$ cat src/rtl/axis_if.sv
// AXI-Stream link carrying tdata/tvalid/tready between a byte source and its consumer.
interface axis_if #(
  parameter int DATA_WIDTH = 8
);
  logic [DATA_WIDTH-1:0] tdata;
  logic                  tvalid;
  logic                  tready;

  modport master (output tdata, output tvalid, input tready);
  modport slave  (input tdata, input tvalid, output tready);
endinterface

$ cat src/rtl/axis_uart_rx.sv
// UART 8N1 receiver: mid-bit sampling, stop-bit check, AXI-Stream out through a one-entry holding register.
// Latency: stop-sample edge is t0+2+HALF+(DATA_WIDTH+1)*RATIO; a full register with tready low drops the new frame (overrun pulse).
module axis_uart_rx #(
  parameter int CLK_FREQ   = 27_000_000,
  parameter int BAUD_RATE  = 115_200,
  parameter int DATA_WIDTH = 8
) (
  input  logic   clk_i,
  input  logic   arstn_i,
  input  logic   rx_i,
  axis_if.master m_axis,
  output logic   frame_err_o,
  output logic   overrun_o
);

  localparam int RATIO = CLK_FREQ / BAUD_RATE;
  localparam int HALF  = RATIO / 2;
  localparam int CNT_W = $clog2(RATIO);
  localparam int BIT_W = (DATA_WIDTH > 1) ? $clog2(DATA_WIDTH) : 1;

  localparam logic [CNT_W-1:0] CNT_HALF = CNT_W'(HALF - 1);
  localparam logic [CNT_W-1:0] CNT_FULL = CNT_W'(RATIO - 1);
  localparam logic [BIT_W-1:0] BIT_LAST = BIT_W'(DATA_WIDTH - 1);

  typedef enum logic [1:0] {IDLE, START, DATA, STOP} state_t;

  state_t                state;
  logic [1:0]            sync;
  logic                  rx_s;
  logic [CNT_W-1:0]      baud_cnt;
  logic [BIT_W-1:0]      bit_cnt;
  logic [DATA_WIDTH-1:0] shift;
  logic [DATA_WIDTH-1:0] data;
  logic                  vld;
  logic                  frame_err;
  logic                  overrun;

  // rx_i is asynchronous; only the second flop feeds the FSM.
  always_ff @(posedge clk_i or negedge arstn_i) begin
    if (!arstn_i) sync <= 2'b11;
    else          sync <= {sync[0], rx_i};
  end
  assign rx_s = sync[1];

  always_ff @(posedge clk_i or negedge arstn_i) begin
    if (!arstn_i) begin
      state     <= IDLE;
      baud_cnt  <= '0;
      bit_cnt   <= '0;
      shift     <= '0;
      data      <= '0;
      vld       <= 1'b0;
      frame_err <= 1'b0;
      overrun   <= 1'b0;
    end else begin
      frame_err <= 1'b0;
      overrun   <= 1'b0;
      // A good frame in the STOP branch below overrides this clear.
      if (vld && m_axis.tready) vld <= 1'b0;

      case (state)
        IDLE: begin
          baud_cnt <= '0;
          if (!rx_s) state <= START;
        end
        START: begin
          if (baud_cnt == CNT_HALF) begin
            baud_cnt <= '0;
            state    <= rx_s ? IDLE : DATA;
          end else begin
            baud_cnt <= baud_cnt + CNT_W'(1);
          end
        end
        DATA: begin
          if (baud_cnt == CNT_FULL) begin
            baud_cnt <= '0;
            shift    <= {rx_s, shift[DATA_WIDTH-1:1]};
            if (bit_cnt == BIT_LAST) begin
              bit_cnt <= '0;
              state   <= STOP;
            end else begin
              bit_cnt <= bit_cnt + BIT_W'(1);
            end
          end else begin
            baud_cnt <= baud_cnt + CNT_W'(1);
          end
        end
        STOP: begin
          // Leaving at mid-stop-bit leaves half a bit to catch a back-to-back start edge.
          if (baud_cnt == CNT_FULL) begin
            baud_cnt <= '0;
            state    <= IDLE;
            if (!rx_s) begin
              frame_err <= 1'b1;
            end else if (!vld || m_axis.tready) begin
              data <= shift;
              vld  <= 1'b1;
            end else begin
              overrun <= 1'b1;
            end
          end else begin
            baud_cnt <= baud_cnt + CNT_W'(1);
          end
        end
        default: state <= IDLE;
      endcase
    end
  end

  assign m_axis.tdata  = data;
  assign m_axis.tvalid = vld;
  assign frame_err_o   = frame_err;
  assign overrun_o     = overrun;

endmodule

$ cat src/flat_wrapper.sv
// flat-port wrapper written by rule: the top's interface ports become plain ports
module axis_uart_rx_flat 
#(
  parameter int CLK_FREQ   = 27_000_000,
  parameter int BAUD_RATE  = 115_200,
  parameter int DATA_WIDTH = 8
)
  (clk_i, arstn_i, rx_i, frame_err_o, overrun_o, m_axis_tdata, m_axis_tvalid, m_axis_tready);
  axis_if #(.DATA_WIDTH(DATA_WIDTH)) m_axis_i ();
  input  logic clk_i;
  input  logic arstn_i;
  input  logic rx_i;
  output logic frame_err_o;
  output logic overrun_o;
  output wire logic [$bits(m_axis_i.tdata)-1:0] m_axis_tdata;
  output wire logic [$bits(m_axis_i.tvalid)-1:0] m_axis_tvalid;
  input wire logic [$bits(m_axis_i.tready)-1:0] m_axis_tready;
  assign m_axis_tdata = m_axis_i.tdata;
  assign m_axis_tvalid = m_axis_i.tvalid;
  assign m_axis_i.tready = m_axis_tready;
  axis_uart_rx #(.CLK_FREQ(CLK_FREQ), .BAUD_RATE(BAUD_RATE), .DATA_WIDTH(DATA_WIDTH)) u_core (.clk_i(clk_i), .arstn_i(arstn_i), .rx_i(rx_i), .m_axis(m_axis_i), .frame_err_o(frame_err_o), .overrun_o(overrun_o));
endmodule
$ cat config.mk
export PLATFORM = sky130hd
export DESIGN_NAME = axis_uart_rx_flat
export DESIGN_NICKNAME = d
export VERILOG_FILES = /design/src/rtl/axis_if.sv /design/src/rtl/axis_uart_rx.sv /design/src/flat_wrapper.sv
export SDC_FILE = /design/constraint.sdc
export NUM_CORES = 1
export LEC_CHECK = 0
export ABC_AREA = 1
export CAP_MARGIN = 20
export CORE_AREA = 2 2 49 86
export DETAILED_ROUTE_END_ITERATION = 12
export DIE_AREA = 0 0 51 88
export DONT_BUFFER_PORTS = 1
export PLACE_DENSITY_LB_ADDON = 0.15
export SYNTH_ARGS = -nofsm -noshare
export SYNTH_HDL_FRONTEND = slang
export SYNTH_SLANG_ARGS = --single-unit
$ cat constraint.sdc
create_clock -name clk_i -period 1.7 [get_ports clk_i]
set_clock_uncertainty 0.05 [all_clocks]
set_input_delay 0.34 -clock clk_i [delete_from_list [all_inputs] [get_ports clk_i]]
set_output_delay 0.34 -clock clk_i [all_outputs]
set_load 0.03 [all_outputs]
==> results of run 1 <==
final cells by class:
type                    count  area share (%)
inverters                  21            4.36
well taps                  48            3.32
repair buffers             10            5.12
flip-flops and latches     34            47.2
clock buffers               8            6.09
multi-input cells         103            33.9
cells by family after synthesis:
kind of cell / after synthesis / synth area share (%)
adders and majority gates: 5 / 4.07
and+or+nand+nor: 65 / 20.7
buffers and inverters: 24 / 6.42
DFF: 34 / 55.4
AOI/OAI and AO/OA: 28 / 11.1
xor gates and xnor gates: 4 / 2.28
power by group:
group | internal (uW) | switching, uW
combinational | 8.63 | 18.6
clock | 409 | 271
sequential | 813 | 1.39
synthesized netlist by cell type:
master and number:
o21ai_2 7, nand2_2 4, o21ai_0 11, nor3_1 4, xor2_1 3, nor3_4 1
clkbuf_1 1, nor2_4 2, nand2_4 1, ha_1 5, nand3_1 6, a21oi_1 8
buf_2 1, nand3_2 1, nand2_1 36, dfstp_2 2, xnor2_1 1, o21a_1 1
buf_6 1, a21boi_0 1, nand4_1 4, inv_1 21, dfrtp_1 32, nor2_1 6
per-stage QoR:
| step | TNS [ns] | std cells | area (sq um) | setup WS [ns] |
|---|---|---|---|---|
| 6_report | 0 | 224 | 1810 | 0.0872 |
| 5_1_grt | -0.155 | 224 | 1810 | -0.0285 |
| 2_1_floorplan | 0 | 160 | 1540 | 0.175 |
| 4_1_cts | 0 | 222 | 1770 | 0.0159 |
| 3_5_place_dp | 0 | 211 | 1620 | 0.0235 |
| 3_3_place_gp | 0 | 211 | 1620 | 0.0669 |
registers in the layout, indices dropped and copies added, names as in the netlist, named ones only:
name,flops
u_core.m_axis.tdata,8
u_core.m_axis.tvalid,1
u_core.frame_err_o,1
u_core.baud_cnt,8
u_core.state,1
u_core.bit_cnt,3
u_core.sync,2
u_core.shift,8
u_core.overrun_o,1
metal layers:
| metal | routed length, microns | up-vias |
|---|---|---|
| li1 | - | 541 |
| met1 | 1060 | 520 |
| met2 | 1530 | 22 |
| met3 | 79 | 7 |
| met4 | 78 | 0 |
| met5 | 0 | - |
worst paths after layout:
kind,startpoint,endpoint,slack [ns],cells past startpoint
worst max-delay path,u_core.baud_cnt[1],u_core.m_axis.tdata[3],0.09,9
worst min-delay path,u_core.sync[0],u_core.sync[1],0.31,0
worst max register to register,u_core.baud_cnt[1],u_core.m_axis.tdata[3],0.09,9
worst min register to register,u_core.sync[0],u_core.sync[1],0.31,0
max in group asynchronous,arstn_i,u_core.sync[0],0.89,2
min in group asynchronous,arstn_i,u_core.m_axis.tdata[3],0.47,2
timing repair:
item	CTS	global route
buffers inserted	0	1
endpoints found under the hold margin	35	0
setup endpoints to repair	0	14
hold buffers	3	0
gates resized for setup	0	7
critical path, delay by kind of cell, from the launching register on:
family | cells | cell delay (ns)
AOI/OAI and AO/OA | 1 | 0.05
DFF | 1 | 0.39
and+or+nand+nor | 6 | 0.83
buffers and inverters | 1 | 0.06
adders and majority gates | 1 | 0.13
==> impl_metrics.tcl, run 1 <==
set metrics [dict create \
    status "finished, final reports clean" \
    hold_viol_final 0 \
    dr.first_iter.drc_count 31 \
    fin_crit_ns 1.61 \
    routed_via_density 4.87 \
    ys_seq_area_share_pct 55.4 \
    io_buffer_count 0 \
    p_leak_uw 0.000862 \
    crit_arrival_ns 1.74 \
    setup_violations 0 \
    grt.overflow.total 0 \
    path_max_fanout 8 \
    yosysWarningCount 0 \
    die_area_sq_um 4490 \
    ys_types 24 \
    busiest_layer "met2" \
    fp.dieW_microns 51 \
    syn_inst 160 \
    finalCritPeriodShare_pct 94.9 \
    end_kind "flop" \
    grt_max_degree 35 \
    routed_wl_mm 2.74 \
    grt_pass1_vias 1038 \
    cts_sinks 34 \
    hp-class "reg2reg" \
    max_cap_viol_count 0 \
    total_power_uw 1520 \
    initial_core_util_pct 40.6 \
    gp_congestion 0.812 \
    synth_top_cell_by_area "dfrtp_1" \
    synthTopCellsByArea "dfrtp_1 (52%), nand2_1 (8.8%), inv_1 (5.1%), ha_1 (4.1%), o21ai_2 (4.0%)" \
    numCtsBuffers 5 \
    cts_tree "yes" \
    die_h_microns 88 \
    antenna_found_initial 0 \
    final-seq-area_sq_um 853 \
    fin_util_pct 47.7 \
    slew_headroom_pct 73.4 \
    start_kind "flop" \
    hold_ws_ns 0.306 \
    worstSetupPathType "reg2reg" \
    num_vias 1090 \
    dp_hpwl_mm 1.93 \
    grt_use_total_pct 14.3 \
    grt_pass1_wl_mm 4.64 \
    final_cell_mix "nand2_1 (34), dfrtp_1 (32), inv_1 (20)" \
    fill_cells 354 \
    clk_latency_ns 0.28 \
    final_layout_size_suffix_gt1_share_pct 22.2 \
    clk_pin_slew_ns 0.07 \
    antenna_cells 0 \
    max-vdd-ir-drop_mv 0.525 \
    core_sq_um 3790 \
    clockBufferDepth 2 \
    multi_input_area_sq_um 612 \
    synth_top_cell_area_share_pct 52.0 \
    yosys_register_bits 34 \
    fin_nets 184 \
    drtAntennaViolNets 0 \
    worstPathCellList "inv_2 > ha_1 > nand2_1 > nor2_4 > nand2_4 > nor3_4 > nand2_4 > nand2_1 > o21ai_2" \
    drc_errors 0 \
    ioPinCount 15 \
    pwr_density_cell_nw_per_um2 842 \
    use_met2_pct 24.2 \
    wl_per_cell_microns 12.2 \
    crit_path_max_incr_delay_ns 0.39 \
    fmax_ghz 0.620 \
    crit_slowest_cell "dfrtp_1" \
    syn_area_per_cell_sq_um 9.62 \
    cp.required_ns 1.82 \
    use_met1_pct 14.9 \
    clock-root-buffer "clkbuf_8" \
    netlist_area_sq_um 1540 \
    synth_nets 169 \
    num_rows 30 \
    h-tree-depth 2 \
    final_max_slew_viol_count 0 \
    synthToLayoutAreaGrowth_pct 17.4 \
    use_met3_pct 4.10 \
    final_common_cell "nand2_1" \
    worst_pin_slew_ns 0.395 \
    dr.pass1.iters 4 \
]
Note: power is estimated with default switching activity, not from simulation.
==> run 2, diff against run 1 <==
--- a/config.mk
+++ b/config.mk
@@ -7,9 +7,9 @@
 export LEC_CHECK = 0
 export ABC_AREA = 1
 export CAP_MARGIN = 20
-export CORE_AREA = 2 2 49 86
+export CORE_AREA = 2 2 45 79
 export DETAILED_ROUTE_END_ITERATION = 12
-export DIE_AREA = 0 0 51 88
+export DIE_AREA = 0 0 47 81
 export DONT_BUFFER_PORTS = 1
 export PLACE_DENSITY_LB_ADDON = 0.15
 export SYNTH_ARGS = -nofsm -noshare
==> impl_metrics.tcl, run 2 (same netlist as run 1, synthesis figures left out) <==
set metrics [dict create \
    hp-class "in2reg" \
    routed_via_density 4.93 \
    start_kind "flop" \
    antenna_cells 0 \
    die_area_sq_um 3810 \
    rr_startpoint "u_core.baud_cnt[1]" \
    clock-root-buffer "clkbuf_8" \
    worst-path-stages 9 \
    min_from "m_axis_tready" \
    setup_violations 0 \
    cp.required_ns 1.83 \
    fill_cells 306 \
    fin_area_sq_um 1810 \
    grt.overflow.total 0 \
    fin_crit_ns 1.59 \
    crit_path_max_incr_delay_ns 0.41 \
    final_max_slew_viol_count 0 \
    gp_congestion 0.729 \
    p_int_uw 1410 \
    multi_input_area_sq_um 596 \
    grt_use_total_pct 17.2 \
    crit_family "simple AND/OR/NAND/NOR gates" \
    use_met3_pct 5.33 \
    pre_cts_slack_ns 0.0261 \
    fp.dieW_microns 47 \
    max-vdd-ir-drop_mv 0.700 \
    use_met2_pct 31.9 \
    grt_max_degree 35 \
    pwr_density_cell_nw_per_um2 957 \
    clockBufferDepth 2 \
    worstSetupPathType "reg2reg" \
    fin_nets 183 \
    drc_errors 0 \
    synthToLayoutAreaGrowth_pct 17.9 \
    p_leak_uw 0.000869 \
    die_h_microns 81 \
    path_buf_inv 1 \
    max_cap_viol_count 0 \
    path_max_fanout 15 \
    numCtsBuffers 5 \
    clk_latency_ns 0.29 \
    antenna_found_initial 0 \
    finalCritPeriodShare_pct 93.6 \
    place_area_sq_um 1630 \
    final-seq-area_sq_um 853 \
    comb_power_share_pct 1.6 \
    grt_pass1_vias 1134 \
    min_to "u_core.overrun_o" \
    swShare_pct 18.9 \
    core_sq_um 3220 \
    hold_viol_final 0 \
    num_rows 28 \
    clk_pin_slew_ns 0.08 \
    slew_headroom_pct 72.6 \
    num_vias 1084 \
    reg2reg_to "u_core.m_axis.tdata[5]" \
    h-tree-depth 2 \
    initial_core_util_pct 47.7 \
    wl_per_cell_microns 12.3 \
    p_switching_uw 328 \
    final_layout_size_suffix_gt1_share_pct 20.0 \
    setup_ws_ns 0.110 \
    worstPathCellList "inv_1 > ha_1 > nand2_1 > nor2_4 > nand2_4 > nor3_4 > nand2_4 > nand2_1 > o21ai_2" \
    use_met1_pct 15.2 \
    cts_sinks 34 \
    rr_worst_depth 9 \
    busiest_layer "met2" \
    drtAntennaViolNets 0 \
    status "finished, final reports clean" \
    dp_hpwl_mm 1.96 \
    io_buffer_count 0 \
    crit_arrival_ns 1.72 \
    worst_pin_slew_ns 0.408 \
    routed_wl_mm 2.70 \
    power_frac_clock_pct 51.6 \
    end_kind "flop" \
    dr.first_iter.drc_count 25 \
    regToRegSetupSlack_ns 0.11 \
    final_cell_mix "nand2_1 (36), dfrtp_1 (32), inv_1 (21)" \
    grt_pass1_wl_mm 4.60 \
    fmax_ghz 0.629 \
    seq_power_share_pct 46.9 \
    dr.pass1.iters 4 \
    ioPinCount 15 \
    final_common_cell "nand2_1" \
    hold_depth 3 \
    crit_slowest_cell "dfrtp_1" \
    cts_tree "yes" \
]
run 2: changes by cell type in the layout (fill, tap and decap cells not counted), sizes merged:
cell    before  now
bufinv       0    2
clkbuf       8    5
clkinv       0    1
nand2       42   41
run 2: worst max-delay path by stage:
stage	startpoint	endpoint	slack (ns)
after floorplan	u_core.baud_cnt[1]	u_core.m_axis.tdata[6]	0.18
after global placement	u_core.baud_cnt[1]	u_core.m_axis.tdata[5]	0.08
after detailed placement	u_core.baud_cnt[1]	u_core.m_axis.tdata[5]	0.03
after CTS	u_core.baud_cnt[1]	u_core.m_axis.tdata[1]	0.01
after global routing	u_core.baud_cnt[1]	u_core.m_axis.tdata[1]	-0.006
final	u_core.baud_cnt[1]	u_core.m_axis.tdata[5]	0.11
run 2: tightest hold or removal path, stage by stage:
cell	delay (ns)
inv_1	0.02
nand2_1	0.15
nor2_1	0.07
run 2: stage by stage:
| step | std cells | power (uW) | hold slack (ns) | utilization (%) | TNS, ns |
|---|---|---|---|---|---|
| finish | 220 | 1740 | 0.274 | 56.3 | 0 |
| global placement | 209 | 833 | -0.00495 | 50.5 | 0 |
| global route | 220 | 1800 | 0.306 | 56.3 | -0.00567 |
| floorplan | 160 | 832 | -0.00559 | - | 0 |
| CTS | 220 | 1760 | 0.238 | 56.0 | 0 |
| detailed placement | 209 | 833 | -0.00488 | 50.5 | 0 |
run 2: power by group through the flow:
stage	combinational [uW]	sequential (uW)	clock, uW
after detailed placement	2.95	830	0
after global routing	31.1	814	959
after CTS	28.5	814	917
after global placement	2.80	830	0
final	26.9	814	896
after floorplan	2.58	829	0
run 2: final cells by class:
class | count | area share, %
inverters | 21 | 4.34
clock buffers | 5 | 3.79
repair buffers | 10 | 5.10
well taps | 45 | 3.10
multi-input cells | 102 | 32.8
clock inverters | 3 | 3.79
flip-flops and latches | 34 | 47.0
run 2: layer usage:
metal  up-vias  wire length, microns  part of all wire [%]
met5         -                     0                     0
met4         0                    65                   2.4
met3         6                    88                   3.3
met2        20                  1530                    57
met1       522                  1010                    37
li1        536                     -                     -
run 2: timing repair:
item                                    4_1_cts  5_1_grt
hold buffers                                  3        0
buffers inserted                              0        0
gates resized for setup                       0        2
endpoints found under the setup margin        0       10
endpoints found under the hold margin        35        0
==> run 3, diff against run 2 <==
--- a/config.mk
+++ b/config.mk
@@ -6,12 +6,11 @@
 export NUM_CORES = 1
 export LEC_CHECK = 0
 export ABC_AREA = 1
-export CAP_MARGIN = 20
+export CAP_MARGIN = 25
 export CORE_AREA = 2 2 45 79
 export DETAILED_ROUTE_END_ITERATION = 12
 export DIE_AREA = 0 0 47 81
 export DONT_BUFFER_PORTS = 1
-export PLACE_DENSITY_LB_ADDON = 0.15
 export SYNTH_ARGS = -nofsm -noshare
 export SYNTH_HDL_FRONTEND = slang
 export SYNTH_SLANG_ARGS = --single-unit
==> impl_metrics.tcl, run 3 (same netlist as run 1, synthesis figures left out) <==
set metrics [dict create \
    status "finished, final reports clean" \
    grt_pass1_wl_mm 4.72 \
    p_int_uw 1260 \
    wl_per_cell_microns 12.5 \
    num_rows 28 \
    numCtsBuffers 5 \
    dp_hpwl_mm 1.91 \
    crit_path_max_incr_delay_ns 0.39 \
    setup_violations 0 \
    fin_nets 182 \
    max-vdd-ir-drop_mv 0.682 \
    fill_cells 303 \
    p_leak_uw 0.000847 \
    crit_arrival_ns 1.70 \
    antenna_found_initial 0 \
    crit_slowest_cell "dfrtp_1" \
    core_sq_um 3220 \
    worstSetupPathType "reg2reg" \
    power_frac_clock_pct 45.8 \
    fin_crit_ns 1.58 \
    gp_congestion 0.775 \
    hp-class "in2reg" \
    h-tree-depth 2 \
    slew_headroom_pct 74.7 \
    hold_ws_ns 0.267 \
    grt_use_total_pct 17.6 \
    dr.first_iter.drc_count 31 \
    io_buffer_count 0 \
    die_area_sq_um 3810 \
    fin_util_pct 55.1 \
    routed_via_density 4.95 \
    cp.required_ns 1.82 \
    routed_wl_mm 2.73 \
    clk_latency_ns 0.29 \
    p_switching_uw 295 \
    cts_tree "yes" \
    grt_max_degree 35 \
    clock-root-buffer "clkbuf_8" \
    comb_power_share_pct 1.7 \
    pwr_density_cell_nw_per_um2 876 \
    synthToLayoutAreaGrowth_pct 15.4 \
    worst_pin_slew_ns 0.377 \
    end_kind "flop" \
    final_layout_size_suffix_gt1_share_pct 18.4 \
    antenna_cells 0 \
    clockBufferDepth 2 \
    grt.overflow.total 0 \
    max_cap_viol_count 0 \
    swShare_pct 18.9 \
    fmax_ghz 0.634 \
    setup-tns-final_ns 0 \
    start_kind "flop" \
    fp.dieW_microns 47 \
    die_h_microns 81 \
    drtAntennaViolNets 0 \
    grt_setup_unrepaired "false" \
    drc_errors 0 \
    grt_pass1_vias 1113 \
    seq_power_share_pct 52.4 \
    post-cts-setup-buffer-count 0 \
    ioPinCount 15 \
    finalCritPeriodShare_pct 92.8 \
    final_max_slew_viol_count 0 \
    final_common_cell "nand2_1" \
    dr.pass1.iters 4 \
    clk_pin_slew_ns 0.07 \
    initial_core_util_pct 47.7 \
    hold_viol_final 0 \
    final_cell_mix "nand2_1 (36), dfrtp_1 (32), inv_1 (21)" \
    worstPathCellList "inv_1 > ha_1 > nand2_1 > nor2_4 > nand2_4 > nor3_4 > nand2_4 > nand2_1 > o21ai_2" \
    cts_sinks 34 \
    path_max_fanout 15 \
    num_vias 1083 \
]
[run 3: cell count changes in the layout (fill, tap and decap cells not counted)]
cell | before | now
bufinv_16 | 2 | 1
clkinv_4 | 1 | 0
clkbuf_1 | 0 | 2
buf_4 | 7 | 6
[run 3: power groups by stage]
stage	clock, uW	combinational, uW	sequential, uW
3_5_place_dp	0	3.02	830
3_3_place_gp	0	2.80	830
2_1_floorplan	0	2.58	829
4_1_cts	738	28.3	815
5_1_grt	779	31.2	815
6_report	713	27.1	815
[run 3: layout make-up]
cell class	count	area, sq um	area share [%]
Clock buffer	7	76.3	4.30
Clock inverter	1	30.0	1.69
Inverter	21	78.8	4.44
Multi-Input combinational cell	102	596	33.5
Sequential cell	34	853	48.1
Tap cell	45	56.3	3.17
Timing Repair Buffer	9	85.1	4.79
[run 3: per-layer routing]
| metal | part of all wire (%) | GRT usage (%) |
|---|---|---|
| met1 | 38 | 17.0 |
| met2 | 55 | 30.8 |
| met3 | 3.3 | 5.33 |
| met4 | 3.5 | 10.6 |
| met5 | 0 | 0 |
[run 3: what timing repair did]
action                                  in CTS  in global routing
gates resized for setup                      0                  2
hold buffers                                 3                  0
endpoints found under the setup margin       0                  9
hold endpoints to repair                    35                  0
[run 3: path summary, 6_finish.rpt]
| kind | from | slack (ns) | cells past startpoint | to |
|---|---|---|---|---|
| min in group asynchronous | arstn_i | 0.45 | 2 | u_core.m_axis.tvalid |
| min reg2reg | u_core.sync[0] | 0.30 | 0 | u_core.sync[1] |
| max reg2reg | u_core.baud_cnt[1] | 0.12 | 9 | u_core.m_axis.tdata[4] |
| max in group asynchronous | arstn_i | 0.90 | 2 | u_core.sync[1] |
| min | m_axis_tready | 0.27 | 3 | u_core.overrun_o |
| max | u_core.baud_cnt[1] | 0.12 | 9 | u_core.m_axis.tdata[4] |
[run 3: critical path, delay by kind of cell (launching register included)]
| family | cells | cell delay (ns) |
|---|---|---|
| AOI/OAI and AO/OA | 1 | 0.05 |
| adders and majority gates | 1 | 0.14 |
| buffers and inverters | 1 | 0.08 |
| DFF | 1 | 0.39 |
| and+or+nand+nor | 6 | 0.75 |
[run 3: per-stage QoR]
step	power (uW)	cell area [sq um]	std cells	worst slack (ns)
after floorplan	832	1540	160	0.175
after global placement	833	1620	208	0.0802
after detailed placement	833	1620	208	0.0404
after CTS	1580	1770	219	0.0312
after global routing	1620	1780	219	0.00562
final	1550	1780	219	0.123
